<file path="src/rtl/sensor_edge_capture.sv">
// sensor_edge_capture: qualifies edges of the debounced home/limit sensor, latches encoder position, counts edges.
// Latency: an edge in cycle N is registered at the end of cycle N; event outputs are visible from cycle N+1.
// Backpressure: none; a held event blocks new captures until cleared, and further edges only set overrun.
module sensor_edge_capture #(
  parameter int POS_WIDTH = 32,
  parameter int CNT_WIDTH = 16
) (
  input  logic                 sys_clk,
  input  logic                 sys_rst,
  input  logic                 sensor_state,
  input  logic [POS_WIDTH-1:0] encoder_pos,
  input  logic                 capture_enable,
  input  logic [1:0]           edge_mode,
  input  logic                 event_clear,
  output logic                 event_valid,
  output logic                 event_edge,
  output logic [POS_WIDTH-1:0] event_pos,
  output logic                 event_overrun,
  output logic [CNT_WIDTH-1:0] event_count,
  output logic [1:0]           cap_state
);

  typedef enum logic [1:0] {
    DISARMED = 2'b00,
    ARMED    = 2'b01,
    HELD     = 2'b10
  } cap_state_t;

  localparam logic [CNT_WIDTH-1:0] CNT_ONE = {{(CNT_WIDTH-1){1'b0}}, 1'b1};
  localparam logic [CNT_WIDTH-1:0] CNT_MAX = {CNT_WIDTH{1'b1}};

  cap_state_t           state;
  logic                 sensor_prev;
  logic                 rise;
  logic                 fall;
  logic                 qual;
  logic [CNT_WIDTH-1:0] count_next;

  // Edge detect against last cycle's sensor level; edge_mode acts without a pipeline stage.
  always_comb begin
    rise       = sensor_state & ~sensor_prev;
    fall       = ~sensor_state & sensor_prev;
    qual       = (edge_mode[0] & rise) | (edge_mode[1] & fall);
    count_next = (event_count == CNT_MAX) ? event_count : event_count + CNT_ONE;
  end

  assign cap_state = state;

  // Capture FSM with registered event outputs; sensor_prev tracks the sensor even in reset.
  always_ff @(posedge sys_clk) begin
    sensor_prev <= sensor_state;
    if (sys_rst) begin
      state         <= DISARMED;
      event_valid   <= 1'b0;
      event_edge    <= 1'b0;
      event_pos     <= '0;
      event_overrun <= 1'b0;
      event_count   <= '0;
    end else begin
      case (state)
        DISARMED: begin
          if (capture_enable) begin
            state <= ARMED;
          end
        end
        ARMED: begin
          // Disarm takes priority over a coincident edge.
          if (!capture_enable) begin
            state <= DISARMED;
          end else if (qual) begin
            state       <= HELD;
            event_valid <= 1'b1;
            event_edge  <= rise;
            event_pos   <= encoder_pos;
            event_count <= count_next;
          end
        end
        HELD: begin
          // Only event_clear leaves HELD; capture_enable=0 keeps the event.
          if (event_clear && qual) begin
            // Clear and new edge together: the new edge replaces the old event.
            event_valid   <= 1'b1;
            event_edge    <= rise;
            event_pos     <= encoder_pos;
            event_overrun <= 1'b0;
            event_count   <= count_next;
          end else if (event_clear) begin
            event_valid   <= 1'b0;
            event_overrun <= 1'b0;
            state         <= capture_enable ? ARMED : DISARMED;
          end else if (qual) begin
            event_overrun <= 1'b1;
            event_count   <= count_next;
          end
        end
        default: begin
          state <= DISARMED;
        end
      endcase
    end
  end

endmodule

</file>
<file path="config.mk">
export PLATFORM = sky130hd
export DESIGN_NAME = sensor_edge_capture
export DESIGN_NICKNAME = d
export VERILOG_FILES = /design/src/rtl/sensor_edge_capture.sv
export SDC_FILE = /design/constraint.sdc
export NUM_CORES = 1
export LEC_CHECK = 0
export ABC_CLOCK_PERIOD_IN_PS = 3900
export CORE_AREA = 2 2 86 88
export CTS_CLUSTER_SIZE = 12
export DETAILED_ROUTE_END_ITERATION = 10
export DIE_AREA = 0 0 88 90
export PLACE_DENSITY = 0.66
export SLEW_MARGIN = 20
export SYNTH_ARGS = -nofsm -noshare
export SYNTH_HDL_FRONTEND = slang
export SYNTH_SLANG_ARGS = --single-unit
</file>
<file path="constraint.sdc">
create_clock -name sys_clk -period 3.9 [get_ports sys_clk]
set_input_delay 0.975 -clock sys_clk [delete_from_list [all_inputs] [get_ports sys_clk]]
set_output_delay 0.975 -clock sys_clk [all_outputs]
set_load 0.005 [all_outputs]
</file>
==> run metrics <==
Antenna Nets Post-Route 0; Worst setup EP type register; VDD IR max 0.000172 V; CTS tree yes; dominant cells by area after synthesis dfxtp_1 (45%), mux2i_1 (13%), nor2_1 (6.5%), a21oi_1 (2.3%), nand4_4 (1.8%); post-detailed-routing wire length around 5600 um; worst hold margin 0.475 ns; post-CTS resize count 0; # H-tree levels 2; Initial Util 34.0%; Final #Nets roughly 360; via count approximately 2000; Worst Clk Skew 0.00276 ns; drt pass-1 iters 4; Iter 0 DRT Violations 118; status complete, no violations; Final Non-Filler Cells 421; # rows 31; buffers inserted during post-CTS setup optimization 0; max cap viols 0; I/O Buffers between 90 and 100; Power Dens Cells 317 nW/um2; asr flop ratio synth 0%; kind of critical path input pin to register; RSZ-0062 raised after global routing no; setup TNS 0 ns; initial antenna violation count 0; Worst Hold Class register to register; final hold vios 0; Final Setup Violations 0; filler instances 637; fin. max-slew vios 0; layout cell share with drive strength beyond 1 approximately 8.4%; Worst EP required between 4 and 5 ns; Syn Area/Cell roughly 10 um2; CTS Buffer Depth 2; dpl hpwl 3980 um; first-pass GRT wire length 9150 um; number of inserted diodes 0; clock buffer count from CTS 5; Wirelength per Cell between 10 and 15 um; Tmin final 2.58 ns; synth cell count leaders dfxtp_1 (54), nor2_1 (41), mux2i_1 (32); Yosys reg bits 54; Die ar. 7920 um2; fmax 0.387 GHz; Leakage 1.20 nW; cell with the most instances after synthesis dfxtp_1; synth unique cells 45; Most used DFF post-synth dfxtp_1; Vias/cell 4.84; Synth top area share a little under half; Syn Nets 275; WP data arrival 2.80 ns; Tightest Pin Transition 0.819 ns; synthesis-to-layout area growth 46.6%; number of flops mapped to enable cells by yosys 0; Synth area leader dfxtp_1; total track usage 14.2%; Placeable Area 7020 um2; register area share after synthesis a little under half; Rel. slew slack 45.0%; vias in the first global route 1994; die height 90 um; Worst-Skew Late Latency about 0.30 ns; hold_buf cts 0; CP Max Fanout 22; Congestion Overflow GR 0; Die Wd just under 90 um; clk sinks 54; Yosys warnings 0; Placer Congestion 0.779; Overall Power 1.11 mW; placed cells 413; pin count of the biggest net entering global routing 36; Synth Instances approximately 240; crit share post-route 66.2%; CTS root buffer clkbuf_8; Netlist Area Pre-Place 2380 um2; DRC errors left 0; CTS clk-pin slew, worst paths 0.10 ns; Worst Setup Start Kind input pin; Top-Level Pins slightly above 90
metrics by stage:
step | area, um2 | setup WS [ns] | util [%]
floorplan | 2380 | 1.63 | -
global placement | 3350 | 1.03 | 47.8
detailed placement | 3350 | 0.996 | 47.8
CTS | 3500 | 1.31 | 49.8
global route | 3500 | 1.23 | 49.8
finish | 3500 | 1.32 | 49.8
sequential cells by signal (all words and copies together) (netlist names):
name,flops
event_edge,1
cap_state,2
event_overrun,1
event_pos,32
event_count,16
event_valid,1
sensor_prev,1
critical path, stage by stage:
cell	delay (ns)
clkdlybuf4s50_1	0.50
nand3b_4	0.23
a22o_4	0.35
or4_4	0.53
a221oi_2	0.21
cell families after synthesis:
family | share of synthesized area [%]
adders and majority gates | 0.525
and+or+nand+nor | 24.7
buffers and inverters | 4.15
muxes | 16.1
AOI/OAI and AO/OA | 9.18
DFF | 45.3
placed cells by master (no fill, tap or decap), drive strengths merged, types with 3 or more instances in the layout:
cell and count:
mux2 5, nand4 4, inv 5, buf 3, mux2i 32, nor3 6
nor2b 5, nor2 41, nor4 4, a21oi 11, nand3 7, a221oi 3
o31ai 4, dfxtp 54, nand2b 3, clkbuf 6, clkdlybuf4s50 90, or4 5
nand3b 6, nand2 4
cell type report:
type                            count  area [um2]  area share (%)
Multi-Input combinational cell    162        1210            34.6
Sequential cell                    54        1080            30.9
Timing Repair Buffer               93         921            26.3
Tap cell                           99         124            3.54
Clock buffer                        6        82.6            2.36
Clock inverter                      2        60.1            1.72
Inverter                            5        18.8           0.537
worst paths after layout:
check | startpoint | end | slack [ns] | cells after the start
worst max-delay path | sensor_state | event_count[14]$_SDFFE_PP0P_ | 1.32 | 5
worst max register to register | event_count[0]$_SDFFE_PP0P_ | event_count[9]$_SDFFE_PP0P_ | 1.74 | 5
worst min register to register | event_edge$_SDFFE_PP0P_ | event_edge$_SDFFE_PP0P_ | 0.47 | 2
worst min-delay path | event_edge$_SDFFE_PP0P_ | event_edge$_SDFFE_PP0P_ | 0.47 | 2
where the power goes:
group	leakage (nW)	switching, mW	internal, mW
clock network	0.0714	0.187	0.274
registers	0.436	0.00478	0.558
logic	0.692	0.0309	0.0553
metal layers:
| layer | global-route usage (%) | share of wire, % |
|---|---|---|
| met1 | 17.5 | 44 |
| met2 | 22.0 | 45 |
| met3 | 6.70 | 10 |
| met4 | 4.36 | 0.46 |
| met5 | 0 | 0 |
(Power assumes the default switching activity.)
